<file path="config.mk">
export PLATFORM = sky130hd
export DESIGN_NAME = alu_operand_stage_flat
export DESIGN_NICKNAME = d
export VERILOG_FILES = /design/src/rtl/alu_op_pkg.sv /design/src/rtl/alu_operand_stage_if.sv /design/src/rtl/alu_operand_core.sv /design/src/rtl/alu_operand_stage.sv /design/src/flat_wrapper.sv
export SDC_FILE = /design/constraint.sdc
export NUM_CORES = 1
export LEC_CHECK = 0
export CORE_MARGIN = 2
export CORE_UTILIZATION = 53
export DETAILED_ROUTE_END_ITERATION = 6
export PLACE_DENSITY = 0.95
export SYNTH_ARGS = -nofsm -noshare
export SYNTH_HDL_FRONTEND = slang
export SYNTH_SLANG_ARGS = --single-unit
</file>
<file path="constraint.sdc">
create_clock -name clk -period 4.35 [get_ports clk]
set_input_delay 1.305 -clock clk [delete_from_list [all_inputs] [get_ports clk]]
set_output_delay 1.305 -clock clk [all_outputs]
set_load 0.05 [all_outputs]
</file>
<file path="src/rtl/alu_op_pkg.sv">
// Shared select-code definitions for the ALU operand stage.
// Codes are grouped by source (A/B/R) and by transform (pass/negate/invert).
package alu_op_pkg;

  localparam logic [3:0] OP_ZERO  = 4'b0000;
  localparam logic [3:0] OP_A     = 4'b0001;
  localparam logic [3:0] OP_B     = 4'b0010;
  localparam logic [3:0] OP_R     = 4'b0011;
  localparam logic [3:0] OP_NEG_A = 4'b0100;
  localparam logic [3:0] OP_NEG_B = 4'b0101;
  localparam logic [3:0] OP_NEG_R = 4'b0111;
  localparam logic [3:0] OP_NOT_A = 4'b1001;
  localparam logic [3:0] OP_NOT_B = 4'b1010;
  localparam logic [3:0] OP_NOT_R = 4'b1011;

  function automatic logic is_legal_op(input logic [3:0] sel);
    case (sel)
      OP_ZERO, OP_A, OP_B, OP_R,
      OP_NEG_A, OP_NEG_B, OP_NEG_R,
      OP_NOT_A, OP_NOT_B, OP_NOT_R: return 1'b1;
      default:                      return 1'b0;
    endcase
  endfunction

endpackage

</file>
<file path="src/rtl/alu_operand_stage_if.sv">
// Operand-stage bus: upstream valid/ready request plus downstream valid/ready result.
// The master side drives operands and out_ready; the slave side is the stage itself.
interface alu_operand_stage_if #(
  parameter int WIDTH = 6
);
  logic                    in_valid;
  logic                    in_ready;
  logic [3:0]              sel;
  logic signed [WIDTH-1:0] a;
  logic signed [WIDTH-1:0] b;
  logic                    out_valid;
  logic                    out_ready;
  logic signed [WIDTH-1:0] x;
  logic                    ovf;
  logic                    illegal;

  modport master (
    output in_valid, sel, a, b, out_ready,
    input  in_ready, out_valid, x, ovf, illegal
  );

  modport slave (
    input  in_valid, sel, a, b, out_ready,
    output in_ready, out_valid, x, ovf, illegal
  );
endinterface

</file>
<file path="src/rtl/alu_operand_core.sv">
// Combinational operand selector: pass, negate, invert or zero of A, B or the feedback value R.
// Illegal codes are fully decoded so no latch can form.
module alu_operand_core
  import alu_op_pkg::*;
#(
  parameter int WIDTH        = 6,
  parameter bit ILLEGAL_ZERO = 1'b1
) (
  input  logic [3:0]              sel,
  input  logic signed [WIDTH-1:0] a,
  input  logic signed [WIDTH-1:0] b,
  input  logic signed [WIDTH-1:0] r,
  output logic signed [WIDTH-1:0] x,
  output logic                    ovf,
  output logic                    illegal
);

  localparam logic signed [WIDTH-1:0] ONE      = {{(WIDTH-1){1'b0}}, 1'b1};
  localparam logic signed [WIDTH-1:0] MOST_NEG = {1'b1, {(WIDTH-1){1'b0}}};

  // Two's-complement negate; the most-negative value maps onto itself.
  function automatic logic signed [WIDTH-1:0] negate(input logic signed [WIDTH-1:0] v);
    return ~v + ONE;
  endfunction

  function automatic logic neg_ovf(input logic signed [WIDTH-1:0] v);
    return v == MOST_NEG;
  endfunction

  always_comb begin
    x       = '0;
    ovf     = 1'b0;
    illegal = 1'b0;
    case (sel)
      OP_ZERO:  x = '0;
      OP_A:     x = a;
      OP_B:     x = b;
      OP_R:     x = r;
      OP_NEG_A: begin x = negate(a); ovf = neg_ovf(a); end
      OP_NEG_B: begin x = negate(b); ovf = neg_ovf(b); end
      OP_NEG_R: begin x = negate(r); ovf = neg_ovf(r); end
      OP_NOT_A: x = ~a;
      OP_NOT_B: x = ~b;
      OP_NOT_R: x = ~r;
      default: begin
        illegal = 1'b1;
        x       = ILLEGAL_ZERO ? '0 : a;
      end
    endcase
  end

endmodule

</file>
<file path="src/rtl/alu_operand_stage.sv">
// One-deep registered operand stage between register-file reads and the ALU adder.
// Holds the valid/ready handshake, the output register and the feedback register R.
module alu_operand_stage
  import alu_op_pkg::*;
#(
  parameter int WIDTH        = 6,
  parameter bit ILLEGAL_ZERO = 1'b1
) (
  input  logic               clk,
  input  logic               rst,
  alu_operand_stage_if.slave bus
);

  logic signed [WIDTH-1:0] x_p0;
  logic                    ovf_p0;
  logic                    illegal_p0;
  logic                    accept_p0;

  logic signed [WIDTH-1:0] x_p1;
  logic                    ovf_p1;
  logic                    illegal_p1;
  logic                    vld_p1;
  logic signed [WIDTH-1:0] r_p1;

  alu_operand_core #(
    .WIDTH        (WIDTH),
    .ILLEGAL_ZERO (ILLEGAL_ZERO)
  ) u_core (
    .sel     (bus.sel),
    .a       (bus.a),
    .b       (bus.b),
    .r       (r_p1),
    .x       (x_p0),
    .ovf     (ovf_p0),
    .illegal (illegal_p0)
  );

  // A consume and a new accept can share a cycle, so a single register never bubbles.
  assign bus.in_ready = !vld_p1 || bus.out_ready;
  assign accept_p0    = bus.in_valid && bus.in_ready;

  // p0 -> p1: output register and feedback register
  always_ff @(posedge clk or posedge rst) begin
    if (rst) begin
      vld_p1     <= 1'b0;
      x_p1       <= '0;
      ovf_p1     <= 1'b0;
      illegal_p1 <= 1'b0;
      r_p1       <= '0;
    end else if (accept_p0) begin
      vld_p1     <= 1'b1;
      x_p1       <= x_p0;
      ovf_p1     <= ovf_p0;
      illegal_p1 <= illegal_p0;
      if (!illegal_p0) r_p1 <= x_p0;
    end else if (bus.out_ready) begin
      vld_p1     <= 1'b0;
    end
  end

  assign bus.out_valid = vld_p1;
  assign bus.x         = x_p1;
  assign bus.ovf       = ovf_p1;
  assign bus.illegal   = illegal_p1;

endmodule
</file>
<file path="src/flat_wrapper.sv">
// flat-port wrapper written by rule: the top's interface ports become plain ports
module alu_operand_stage_flat import alu_op_pkg::*;
#(
  parameter int WIDTH        = 6,
  parameter bit ILLEGAL_ZERO = 1'b1
)
  (clk, rst, bus_in_valid, bus_sel, bus_a, bus_b, bus_out_ready, bus_in_ready, bus_out_valid, bus_x, bus_ovf, bus_illegal);
  alu_operand_stage_if #(.WIDTH(WIDTH)) bus_i ();
  input  logic clk;
  input  logic rst;
  input wire logic [$bits(bus_i.in_valid)-1:0] bus_in_valid;
  input wire logic [$bits(bus_i.sel)-1:0] bus_sel;
  input wire logic [$bits(bus_i.a)-1:0] bus_a;
  input wire logic [$bits(bus_i.b)-1:0] bus_b;
  input wire logic [$bits(bus_i.out_ready)-1:0] bus_out_ready;
  output wire logic [$bits(bus_i.in_ready)-1:0] bus_in_ready;
  output wire logic [$bits(bus_i.out_valid)-1:0] bus_out_valid;
  output wire logic [$bits(bus_i.x)-1:0] bus_x;
  output wire logic [$bits(bus_i.ovf)-1:0] bus_ovf;
  output wire logic [$bits(bus_i.illegal)-1:0] bus_illegal;
  assign bus_i.in_valid = bus_in_valid;
  assign bus_i.sel = bus_sel;
  assign bus_i.a = bus_a;
  assign bus_i.b = bus_b;
  assign bus_i.out_ready = bus_out_ready;
  assign bus_in_ready = bus_i.in_ready;
  assign bus_out_valid = bus_i.out_valid;
  assign bus_x = bus_i.x;
  assign bus_ovf = bus_i.ovf;
  assign bus_illegal = bus_i.illegal;
  alu_operand_stage #(.WIDTH(WIDTH), .ILLEGAL_ZERO(ILLEGAL_ZERO)) u_core (.clk(clk), .rst(rst), .bus(bus_i));
endmodule
</file>
==> After elaboration in Yosys (flattened, before gate mapping) <==
Index checks and enable logic that the tools add are counted.
{ "classes": {"add_sub_neg": 3, "n_eq_ne": 12, "n_mux": 5, "n_bitwise": 3, "n_reduce_logical": 7} }
{ "op_table": {"columns": ["cell", "n"], "rows": [
  ["6-bit case mux with 9 select lines", 1],
  ["6-bit by 2-bit adder with 6-bit output (second input constant)", 3],
  ["6-bit equality test (second input constant)", 3],
  ["6-bit inverter", 3],
  ["4-bit by 3-bit equality test with 1-bit output (second input constant)", 3],
  ["4-bit equality test (second input constant)", 3],
  ["10-bit OR reduction", 1],
  ["4-bit by 2-bit equality test with 1-bit output (second input constant)", 2],
  ["4-bit by 1-bit equality test with 1-bit output (second input constant)", 1],
  ["4-bit zero test", 1],
  ["1-bit two-way mux", 3],
  ["1-bit case mux with 3 select lines", 1],
  ["2-bit AND reduction", 1],
  ["2-bit nonzero test", 1],
  ["1-bit logical AND", 1],
  ["1-bit zero test", 1],
  ["1-bit logical OR", 1]
]} }
{ "totals": {"reg_bits": 15, "input_bits": 20, "out_inout_bits": 10, "word_cells": 35} }

==> Depth between registers and ports, before layout <==
{ "depth": {"depth_word": 4, "mapped_depth": 11, "depth_no_buf": 9} }

==> By module <==
A second synthesis with hierarchy kept.
{ "hier_totals": {"cells_unflattened": 131, "area_unflattened_um2": 1338.8} }
{ "by_module_without_submodules": {"columns": ["mod", "instances", "cells_each", "area_per_inst_um2"], "rows": [
  ["alu_operand_core", 1, 97, 754.5],
  ["alu_operand_stage", 1, 34, 584.3]
]} }

==> Worst setup path after synthesis <==
OpenSTA, ideal clock, no wires.
{ "synth_timing": {"path_kind": "input port to flip-flop", "start": "in bus_sel[3]", "end": "reg u_core.x_p1[1], in the netlist u_core.bus.x[1]", "setup_time_ns": 0.118, "arrival_time_ns": 2.985, "t_required_ns": 4.232, "path_slack_ns": 1.246, "cell_stages": 10, "path_buffers": 2, "path_cell_list": "buf_2 -> and3b_1 -> buf_2 -> nor2_1 -> a21o_1 -> ha_1 -> a311o_1 -> a22oi_1 -> nor2_1 -> a21o_1"} }
{ "synth_between": {"elab_chain_len": 2, "elab_cells_between_ends": 10, "classes_between": "eq/ne (9); mux (1)"} }
{ "synth_rtl": {"columns": ["element", "line", "source"], "rows": [
  ["from (decl)", "flat_wrapper.sv:12", "input wire logic [$bits(bus_i.sel)-1:0] bus_sel;"],
  ["4-bit equality test, or another cell as far along", "alu_operand_core.sv:34", "case (sel)"],
  ["6-bit case mux with 9 select lines *", "alu_operand_core.sv:34", null],
  ["to (signal assigned)", "alu_operand_stage.sv:52", "x_p1 <= x_p0;"],
  ["to (decl)", "alu_operand_stage.sv:19", "logic signed [WIDTH-1:0] x_p1;"]
]} }
Mark *: on every way between the ends. The rest lies on a longest branch, timed or not.
A chain may end at the register's enable or synchronous reset.

==> Worst setup path after layout <==
{ "layout_timing": {"start": "in bus_sel[0]", "end": "reg u_core.x_p1[1], in the netlist u_core.bus.x[1]"} }
Same word-level chain as after synthesis.

==> metrics.md <==
| Metric | Value |
|---|---|
| GR Util All Layers | `27.38%` |
| Fin cells | `193` |
| DRT Pass-1 Iters | `4` |
| Wirelength, routed | `approximately 3400 µm` |
| Max Freq | `284.2 MHz` |
| Clock Latency Late Sink | `0.29 ns` |
| Final worst-path cycle share | `80.90%` |
| Total leakage power | `~0.68 nW` |
| Netlist cell types | `45` |
| Final nets | `187` |
| Crit path capture type | `register` |
| Syn_nets | `157` |
| Pin count of the biggest net entering global routing | `16` |
| Clock-pin slew on the worst setup and hold paths | `0.08 ns` |
| Layout area overhead | `26.83%` |
| Async set-reset flop share out of synthesis | `100.0%` |
| Status | `finished, final reports clean` |
| FF/Latch Area | `375.4 µm²` |
| H-tree levels | `1` |
| Global-route wire length before repair | `5554 µm` |
| Slew Viols, Final | `0` |
| Final min period | `about 3.5 ns` |
| R2R cell count | `5` |
| Unrepaired setup endpoints after global routing | `false` |
| Placed inst area | `1553 µm²` |
| Synth warn | `0` |
| Initial Util | `a little under three fifths` |
| Initial antenna violation count | `0` |
| Gr ovfl total | `0` |
| Core Area | `between 2000 and 2500 µm²` |
| DRC viols | `0` |
| Chip Width | `52.47 µm` |
| TritonCTS clock tree | `done` |
| Final core occ | `71.38%` |
| 1st-iter DRT viols | `56` |
| Die Ht | `52.47 µm` |
| VDD IR max | `between 0.0002 and 0.0003 V` |
| Setup CP Type | `primary input to register` |
| Slew @ Worst Pin | `0.5651 ns` |
| # IOs | `30` |
| Per-cell routed wire length | `between 15 and 20 µm` |
| Multi-input logic area | `slightly above 800 µm²` |
| Vias in the first global route | `1201` |
| Worst hold margin | `0.4926 ns` |
| Hold_buf cts | `0` |
| Relative slew slack | `62.29%` |
| Hold path start | `u_core.bus.x[0]` |
| Die area | `2753 µm²` |
| Class of the worst hold path | `register to register` |
| Synthesized instance count | `roughly 140` |
| Row count | `17` |
| WP data arrival | `3.69 ns` |
| Max-Cap Viols | `0` |
| Synthesis-stage register bit count | `15` |
| GPL Wtd Cong | `0.9792` |
| Longest Clk Path Bufs | `2` |
| Sequential area share after synthesis | `30.15%` |
| Post-Syn Area | `between 1000 and 1500 µm²` |
| Clock root buffer | `clkbuf_4` |
| Final Setup Violations | `0` |
| Setup tns final | `0 ns` |
| Share of cells above drive strength 1 | `10.30%` |
| Ant. Diodes | `0` |
| Dpl cells | `189` |
| FF-to-FF setup slack | `about 2.3 ns` |
| Post-synth EDFFs | `0` |
| Setup Skew | `~0.010 ns` |
| PwrDens | `304.0 nW/µm²` |
| Most used DFF post-synth | `dfrtp_1` |
| CP startpoint | `bus_sel[0]` |
| R2R Path Start | `u_core.r_p1[0]` |
| CP required | `between 4 and 5 ns` |
| Vias | `1239` |
| Sink Count | `15` |
| Setup bufs post-CTS | `0` |
| CP max FO | `11` |
| CTS Buf Count | `3` |
| Port Buffers | `29` |
| Post-route cell area | `1579 µm²` |
| Post-route ant nets | `0` |
| DPL Wire Length | `~2500 µm` |
| Vias/cell | `6.420` |
| Fill count | `around 180` |
| CP endpoint | `u_core.bus.x[1]` |
| Syn Area/Cell | `9.154 µm²` |
| Worst setup SP type | `primary input` |
| RR Endpoint | `u_core.r_p1[3]` |
| Post-cts sizing count | `0` |
| Final hold vios | `0` |
final cells by class:
class                   instances  area share [%]
multi-input cells             110           51.51
flip-flops and latches         15           23.77
repair buffers                 33           20.13
well taps                      28           2.219
clock buffers                   4           1.664
inverters                       3          0.7132
worst max-delay path: stages:
cell and delay (ns):
clkdlybuf4s50_1 0.76, and3b_1 0.34, nor2_1 0.09, a21o_1 0.16, ha_1 0.28, a311o_1 0.31, a22oi_1 0.16, nor2_1 0.09
a21o_1 0.18
cells by family (layout without fill, tap and decap cells):
family / after synthesis / after routing / synth area share [%]
and+or+nand+nor: 45 / 45 / 20.71
AOI/OAI and AO/OA: 34 / 34 / 20.10
muxes: 18 / 18 / 15.08
DFF: 15 / 15 / 30.15
xor gates and xnor gates: 12 / 12 / 8.442
buffers and inverters: 11 / 40 / 4.522
adders and majority gates: 1 / 1 / 1.005
metal layers:
layer  vias up  track usage, %  part of all wire, %
met5         -               0                    0
met4         0           6.410                  1.1
met3        10           5.143                  6.6
met2        60           44.58                   49
met1       600           37.50                   43
li1        569               -                    -
power by group:
part | switching (mW) | internal [mW] | leakage [nW]
registers | 0.0218 | 0.164 | 0.187
logic | 0.119 | 0.0939 | 0.476
clock network | 0.0457 | 0.0356 | 0.0150
cells in the mapped netlist, types with 2 or more instances:
| cell type | n | area share, % |
|---|---|---|
| nand3_1 | 4 | 1.6 |
| dfrtp_1 | 15 | 30 |
| nor3_1 | 2 | 0.80 |
| xor2_1 | 4 | 2.8 |
| or3_1 | 2 | 1.0 |
| a21o_1 | 5 | 3.0 |
| a21oi_1 | 4 | 1.6 |
| a22oi_1 | 4 | 2.4 |
| buf_2 | 6 | 2.4 |
| nand2_1 | 8 | 2.4 |
| nand2b_1 | 3 | 1.5 |
| mux2_2 | 6 | 5.4 |
| nor2b_1 | 3 | 1.5 |
| a31oi_1 | 3 | 1.5 |
| a22o_1 | 4 | 2.8 |
| a211o_1 | 3 | 2.1 |
| inv_1 | 3 | 0.90 |
| nor2_1 | 9 | 2.7 |
| xnor2_1 | 8 | 5.6 |
| o31ai_1 | 2 | 1.2 |
| mux2i_1 | 12 | 9.6 |
| nor4_1 | 2 | 1.0 |
| o22ai_1 | 2 | 1.0 |
layout by cell type, fill, tap and decap left out, drive strengths merged, types with 5 or more instances in the layout:
cell type | synthesis | final
clkdlybuf4s50 | 0 | 28
mux2i | 12 | 12
mux2 | 6 | 6
buf | 7 | 5
xnor2 | 8 | 8
a21o | 5 | 5
nand2 | 8 | 8
dfrtp | 15 | 15
nor2 | 9 | 9
stage by stage:
stage                     total power, mW  setup WS, ns
after global placement             0.3904        0.6574
after floorplan                    0.3259         1.246
after CTS                          0.4792        0.8938
after detailed placement           0.3965        0.6122
after global routing               0.5036        0.6068
final                              0.4800        0.8310
sequential cells by signal (all words and copies together) (netlist names):
name / flops
u_core.bus.x: 6
u_core.r_p1: 6
u_core.bus.illegal: 1
u_core.bus.out_valid: 1
u_core.bus.ovf: 1
how the worst min path moves through the flow:
stage                            to  slack (ns)  cells after the start
detailed placement  u_core.bus.x[1]        0.47                      1
global route        u_core.bus.x[1]        0.51                      1
finish              u_core.bus.x[0]        0.49                      1
global placement    u_core.bus.x[0]        0.46                      1
CTS                 u_core.bus.x[1]        0.50                      1
floorplan            u_core.r_p1[5]        0.49                      2
Power figures use the tool's default switching activity.
